### config.mk
export PLATFORM = sky130hd
export DESIGN_NAME = seq_div_signed
export DESIGN_NICKNAME = d
export VERILOG_FILES = /design/src/rtl/div_pkg.sv /design/src/rtl/div_restore_step.sv /design/src/rtl/seq_div_signed.sv
export SDC_FILE = /design/constraint.sdc
export NUM_CORES = 1
export LEC_CHECK = 0
export CORE_AREA = 5 5 156 158
export CTS_CLUSTER_SIZE = 25
export DETAILED_ROUTE_END_ITERATION = 16
export DIE_AREA = 0 0 161 163
export GPL_TIMING_DRIVEN = 0
export PLACE_DENSITY = 0.86
export SETUP_SLACK_MARGIN = 0.05
export SYNTH_ARGS = -nofsm -noshare
export SYNTH_HDL_FRONTEND = slang
export SYNTH_SLANG_ARGS = --single-unit
export TNS_END_PERCENT = 30
### constraint.sdc
create_clock -name clock -period 4.68 [get_ports clock]
set_clock_uncertainty 0.15 [all_clocks]
set_input_delay 0.702 -clock clock [delete_from_list [all_inputs] [get_ports clock]]
set_output_delay 0.702 -clock clock [all_outputs]
set_load 0.005 [all_outputs]
### src/rtl/div_pkg.sv
// Shared constants and state encoding for the sequential signed divider.
// Imported by the divider top, its step sub-module and the bench.
package div_pkg;

  localparam int DIV_WIDTH = 32;
  localparam int LATENCY   = DIV_WIDTH + 2;

  localparam logic [1:0] ST_IDLE = 2'd0;
  localparam logic [1:0] ST_RUN  = 2'd1;
  localparam logic [1:0] ST_FIX  = 2'd2;

  typedef enum logic [1:0] {
    IDLE = ST_IDLE,
    RUN  = ST_RUN,
    FIX  = ST_FIX
  } div_state_e;

  localparam logic [DIV_WIDTH-1:0] DIV0_QUOTIENT = '1;

endpackage

### src/rtl/div_restore_step.sv
// One restoring-division iteration: shift in a dividend bit,
// trial-subtract the divisor magnitude and keep or restore.
module div_restore_step
  import div_pkg::*;
#(
  parameter int WIDTH = DIV_WIDTH
) (
  input  logic [WIDTH:0]   rem,
  input  logic             bit_in,
  input  logic [WIDTH-1:0] dsr,
  output logic [WIDTH:0]   rem_next,
  output logic             q_bit
);

  logic [WIDTH+1:0] sh;
  logic [WIDTH+1:0] diff;

  assign sh   = {rem, bit_in};
  assign diff = sh - {2'b00, dsr};

  // a clear top bit means the trial subtraction did not borrow
  assign q_bit    = ~diff[WIDTH+1];
  assign rem_next = q_bit ? diff[WIDTH:0] : sh[WIDTH:0];

endmodule

### src/rtl/seq_div_signed.sv
// Multi-cycle signed divider: one restoring step per clock,
// truncating toward zero, with a two-edge divide-by-zero early out.
module seq_div_signed
  import div_pkg::*;
#(
  parameter int WIDTH = DIV_WIDTH
) (
  input  logic             clock,
  input  logic             reset,
  input  logic             start,
  input  logic [WIDTH-1:0] dividend,
  input  logic [WIDTH-1:0] divisor,
  output logic             busy,
  output logic             done,
  output logic [WIDTH-1:0] quotient,
  output logic [WIDTH-1:0] remainder,
  output logic             div_by_zero
);

  localparam int CW = $clog2(WIDTH + 1);

  div_state_e       state, state_n;
  logic [CW-1:0]    cnt, cnt_n;
  logic [WIDTH-1:0] dvd, dvd_n;
  logic [WIDTH-1:0] dsr, dsr_n;
  logic [WIDTH:0]   prem, prem_n;
  logic             sq, sq_n;
  logic             sr, sr_n;
  logic             zflag, zflag_n;
  logic             busy_n, done_n, dz_n;
  logic [WIDTH-1:0] quo_n, rem_n;
  logic [WIDTH:0]   step_rem;
  logic             step_q;
  logic [WIDTH-1:0] r_mag;

  function automatic logic [WIDTH-1:0] mag(input logic [WIDTH-1:0] x);
    return x[WIDTH-1] ? -x : x;
  endfunction

  div_restore_step #(
    .WIDTH(WIDTH)
  ) u_step (
    .rem     (prem),
    .bit_in  (dvd[WIDTH-1]),
    .dsr     (dsr),
    .rem_next(step_rem),
    .q_bit   (step_q)
  );

  // dvd shifts the dividend magnitude out and the quotient in;
  // on the div0 path it still holds |dividend|
  assign r_mag = zflag ? dvd : prem[WIDTH-1:0];

  always_ff @(posedge clock) begin
    if (reset) begin
      state       <= IDLE;
      cnt         <= '0;
      dvd         <= '0;
      dsr         <= '0;
      prem        <= '0;
      sq          <= 1'b0;
      sr          <= 1'b0;
      zflag       <= 1'b0;
      busy        <= 1'b0;
      done        <= 1'b0;
      quotient    <= '0;
      remainder   <= '0;
      div_by_zero <= 1'b0;
    end else begin
      state       <= state_n;
      cnt         <= cnt_n;
      dvd         <= dvd_n;
      dsr         <= dsr_n;
      prem        <= prem_n;
      sq          <= sq_n;
      sr          <= sr_n;
      zflag       <= zflag_n;
      busy        <= busy_n;
      done        <= done_n;
      quotient    <= quo_n;
      remainder   <= rem_n;
      div_by_zero <= dz_n;
    end
  end

  always_comb begin
    state_n = state;
    cnt_n   = cnt;
    dvd_n   = dvd;
    dsr_n   = dsr;
    prem_n  = prem;
    sq_n    = sq;
    sr_n    = sr;
    zflag_n = zflag;
    busy_n  = busy;
    done_n  = 1'b0;
    quo_n   = quotient;
    rem_n   = remainder;
    dz_n    = div_by_zero;
    unique case (state)
      IDLE: begin
        // the done cycle is also IDLE; a start there is dropped
        if (start && !done) begin
          dvd_n   = mag(dividend);
          dsr_n   = mag(divisor);
          sq_n    = dividend[WIDTH-1] ^ divisor[WIDTH-1];
          sr_n    = dividend[WIDTH-1];
          prem_n  = '0;
          cnt_n   = '0;
          busy_n  = 1'b1;
          zflag_n = (divisor == '0);
          state_n = (divisor == '0) ? FIX : RUN;
        end
      end
      RUN: begin
        prem_n = step_rem;
        dvd_n  = {dvd[WIDTH-2:0], step_q};
        cnt_n  = cnt + CW'(1);
        if (cnt == CW'(WIDTH - 1)) begin
          state_n = FIX;
        end
      end
      FIX: begin
        done_n  = 1'b1;
        busy_n  = 1'b0;
        state_n = IDLE;
        rem_n   = sr ? -r_mag : r_mag;
        if (zflag) begin
          quo_n = {WIDTH{1'b1}};
          dz_n  = 1'b1;
        end else begin
          quo_n = sq ? -dvd : dvd;
          dz_n  = 1'b0;
        end
      end
      default: state_n = IDLE;
    endcase
  end

endmodule
==> impl_results.md <==
- Top cell type's share of synthesized area: 31.16%
- Count leader, synth: dfxtp_1
- Power share of the sequential group: 22.6%
- Slew Limit Fails: 0
- Chip width: 161 um
- Asr flop ratio synth: 0%
- Layout area overhead: 20.14%
- Hold Fails Final Rpt: 0
- Leakage power total: 4.824 nW
- Post-DR vias/cell: 5.907
- Placed cell areas: 12920 um^2
- FF-to-FF End: prem[30]
- CP required: 4.85 ns
- CP startpoint: prem[7]
- Fin cells: 1872
- Clock Path Buffers: 2
- DP Cell Count: 1842
- Int Pwr: 4.793 mW
- Max Cap Viol: 0
- DRC: 0
- Min Hold Slack: 0.3022 ns
- Final Net Count: 1674
- Top cells by count, synth: dfxtp_1 (175), nor2_1 (153), nand2_1 (151)
- CP endpoint: prem[30]
- I/O pin count: 134
- Post-synthesis sequential area ratio: 31.16%
- RR Startpoint: prem[7]
- Final setup violation count: 0
- Clk pwr share: 16.4%
- Crit Path Class: flop to flop
- Root Buffer: clkbuf_16
- Reg2Reg Depth: 11
- RD Place Congestion: 0.9371
- Post-CTS setup buffer count: 0
- Minimum clock period: 4.377 ns
- Final core utilization: 58.78%
- CTS tree: done
- Clk pin slew, worst setup/hold paths: 0.07 ns
- RSZ-0062 raised after global routing: true
- Initial antenna violation count: 1
- EDFF count, synth: 0
- Combinational group share of total power: 61.0%
- Number of global-route vias before repair: 10260
- Critical path capture point type: flop
- Post-route ant nets: 0
- Netlist cell types: 70
- Dpl hpwl: 26910 um
- Area contributors post-synth: dfxtp_1 (31%), xor2_1 (6.2%), mux2i_1 (5.4%)
- Synth warnings: 0
- Avg WL per Cell: 18.07 um
- Total track usage: 25.10%
- Worst-path maximum fanout: 10
- CP startpoint kind: flop
- Period utilization: 93.52%
- Max_slew headroom: 32.83%
- First-pass GRT wire length: 53460 um
- Status: finished, final reports clean
- Synthesized cell area: 11240 um^2
- Total wire length: 33840 um
- Clk sinks: 175
- CTS buffer count: 17
- Switching power: 3.982 mW
- Gr ovfl total: 0
- Row count: 56
- Mapped Avg Cell Area: 7.913 um^2
- Total power draw: 8.775 mW
- Synthesized Nets: 1526
- VDD IR max: 405.9 uV
- Total inserted antenna cells: 0
- Switching portion of total power: 45.38%
- Largest net degree at the start of global routing: 29
- Cells after Synth: 1421
- R2R Setup Slk: 0.30 ns
- Crit path arrival time: 4.54 ns
- PwrDens: 649.6 nW/um^2
- Htree depth: 4
- Final instance area: 13510 um^2
- Initial DRC count: 1084
- Die ar.: 26240 um^2
- Initial Util: 48.93%
- Hold-fix buffers, CTS: 0
- Vias: 11060
- Port bufs: 131
- Hold WC Path Type: flop to flop
- Detailed-router iteration count before antenna repair: 8
- Core ar.: 22980 um^2
- Achievable clock frequency: 0.2285 GHz
- Dominant synthesized flop cell: dfxtp_1
- #FFs+latches synth: 175
- Post-synth top area cell: dfxtp_1
- Layout cells sized above 1: 4.678%
- Die height: 163 um
- Clk Latency, worst-skew pair: 0.44 ns
- Worst slew pin tran: 1.004 ns
[critical path: stages, from the launching register on]
cell and delay, ns:
dfxtp_1 0.50, ha_1 0.37, a21o_1 0.22, a211o_1 0.28, a21oi_1 0.27, nand3_1 0.19, a31oi_1 0.41, o211ai_1 0.20
xor2_1 0.81, buf_2 0.43, a2bb2oi_1 0.30, o21ai_0 0.12
[per-layer routing]
layer / up-vias / share of wire [%] / global-route usage (%)
li1: 5425 / - / -
met1: 5073 / 43 / 32.71
met2: 466 / 46 / 41.81
met3: 91 / 7.0 / 3.898
met4: 2 / 3.7 / 10.20
met5: - / 0.038 / 0
[sequential cells by signal, indices dropped and copies added, names as in the netlist]
register and count:
prem 33, sr 1, quotient 32, busy 1, zflag 1, dsr 32, dvd 32, cnt 6
state 2, done 1, sq 1, div_by_zero 1, remainder 32
[what timing repair did]
action	in CTS	in global routing
pin swaps	0	0
gates cloned	0	0
hold endpoints to repair	0	0
endpoints found under the setup margin	6	2
resized for setup	2	1
[worst min-delay path by stage]
stage	start	endpoint	slack [ns]	cells after the start
floorplan	dsr[22]	dsr[22]	0.28	2
global placement	remainder[28]	remainder[28]	0.29	2
detailed placement	remainder[6]	remainder[6]	0.30	2
CTS	remainder[6]	remainder[6]	0.31	2
global route	remainder[28]	remainder[28]	0.32	2
finish	remainder[6]	remainder[6]	0.30	2
[power groups by stage]
stage                     registers, mW  logic [mW]  clock network (mW)
after floorplan                    1.87        4.21                   0
after CTS                          1.96        5.29                1.44
after global placement             1.99        5.21                   0
final                              1.98        5.36                1.44
after detailed placement           2.00        5.26                   0
after global routing               2.00        5.90                1.50
[cells in the final DEF, fill, tap and decap left out, types with 9 or more instances in the layout]
cell / count
nor3_1: 27
nand3_1: 18
o31ai_1: 32
or3_1: 17
or4_1: 10
buf_2: 9
xor2_1: 80
nand2b_1: 16
dfxtp_1: 175
nand2_1: 151
clkbuf_1: 79
inv_1: 53
a211oi_1: 71
a21o_1: 12
ha_1: 37
a222oi_1: 30
o21ai_0: 99
nor2_1: 153
clkbuf_16: 17
nor2b_1: 9
a21oi_1: 84
mux2i_1: 61
xnor2_1: 59
o41ai_1: 11
clkdlybuf4s50_1: 131
[through the flow]
| stage | worst slack (ns) | TNS (ns) |
|---|---|---|
| 2_1_floorplan | 0.1510 | 0 |
| 3_3_place_gp | -0.5629 | -2.136 |
| 3_5_place_dp | -0.5415 | -2.064 |
| 4_1_cts | 0.2886 | 0 |
| 5_1_grt | 0.04880 | 0 |
| 6_report | 0.3033 | 0 |
[cell type report]
class | count | area, um^2
flip-flops and latches | 175 | 3503
well taps | 290 | 362.8
plain buffers | 99 | 397.9
inverters | 53 | 198.9
fillers | 2021 | 9473
clock inverters | 14 | 148.9
multi-input cells | 1092 | 7147
repair buffers | 131 | 1311
clock buffers | 18 | 439.2
[logic make-up after synthesis]
| group | Yosys count | synth area share [%] |
|---|---|---|
| simple gates | 458 | 19.13 |
| xor+xnor | 139 | 10.83 |
| fa+ha+maj | 38 | 4.295 |
| buf+inv | 154 | 5.286 |
| mux | 66 | 6.031 |
| compound gates | 391 | 23.28 |
| flops | 175 | 31.16 |
No activity file was read; power rests on OpenSTA's default activity.
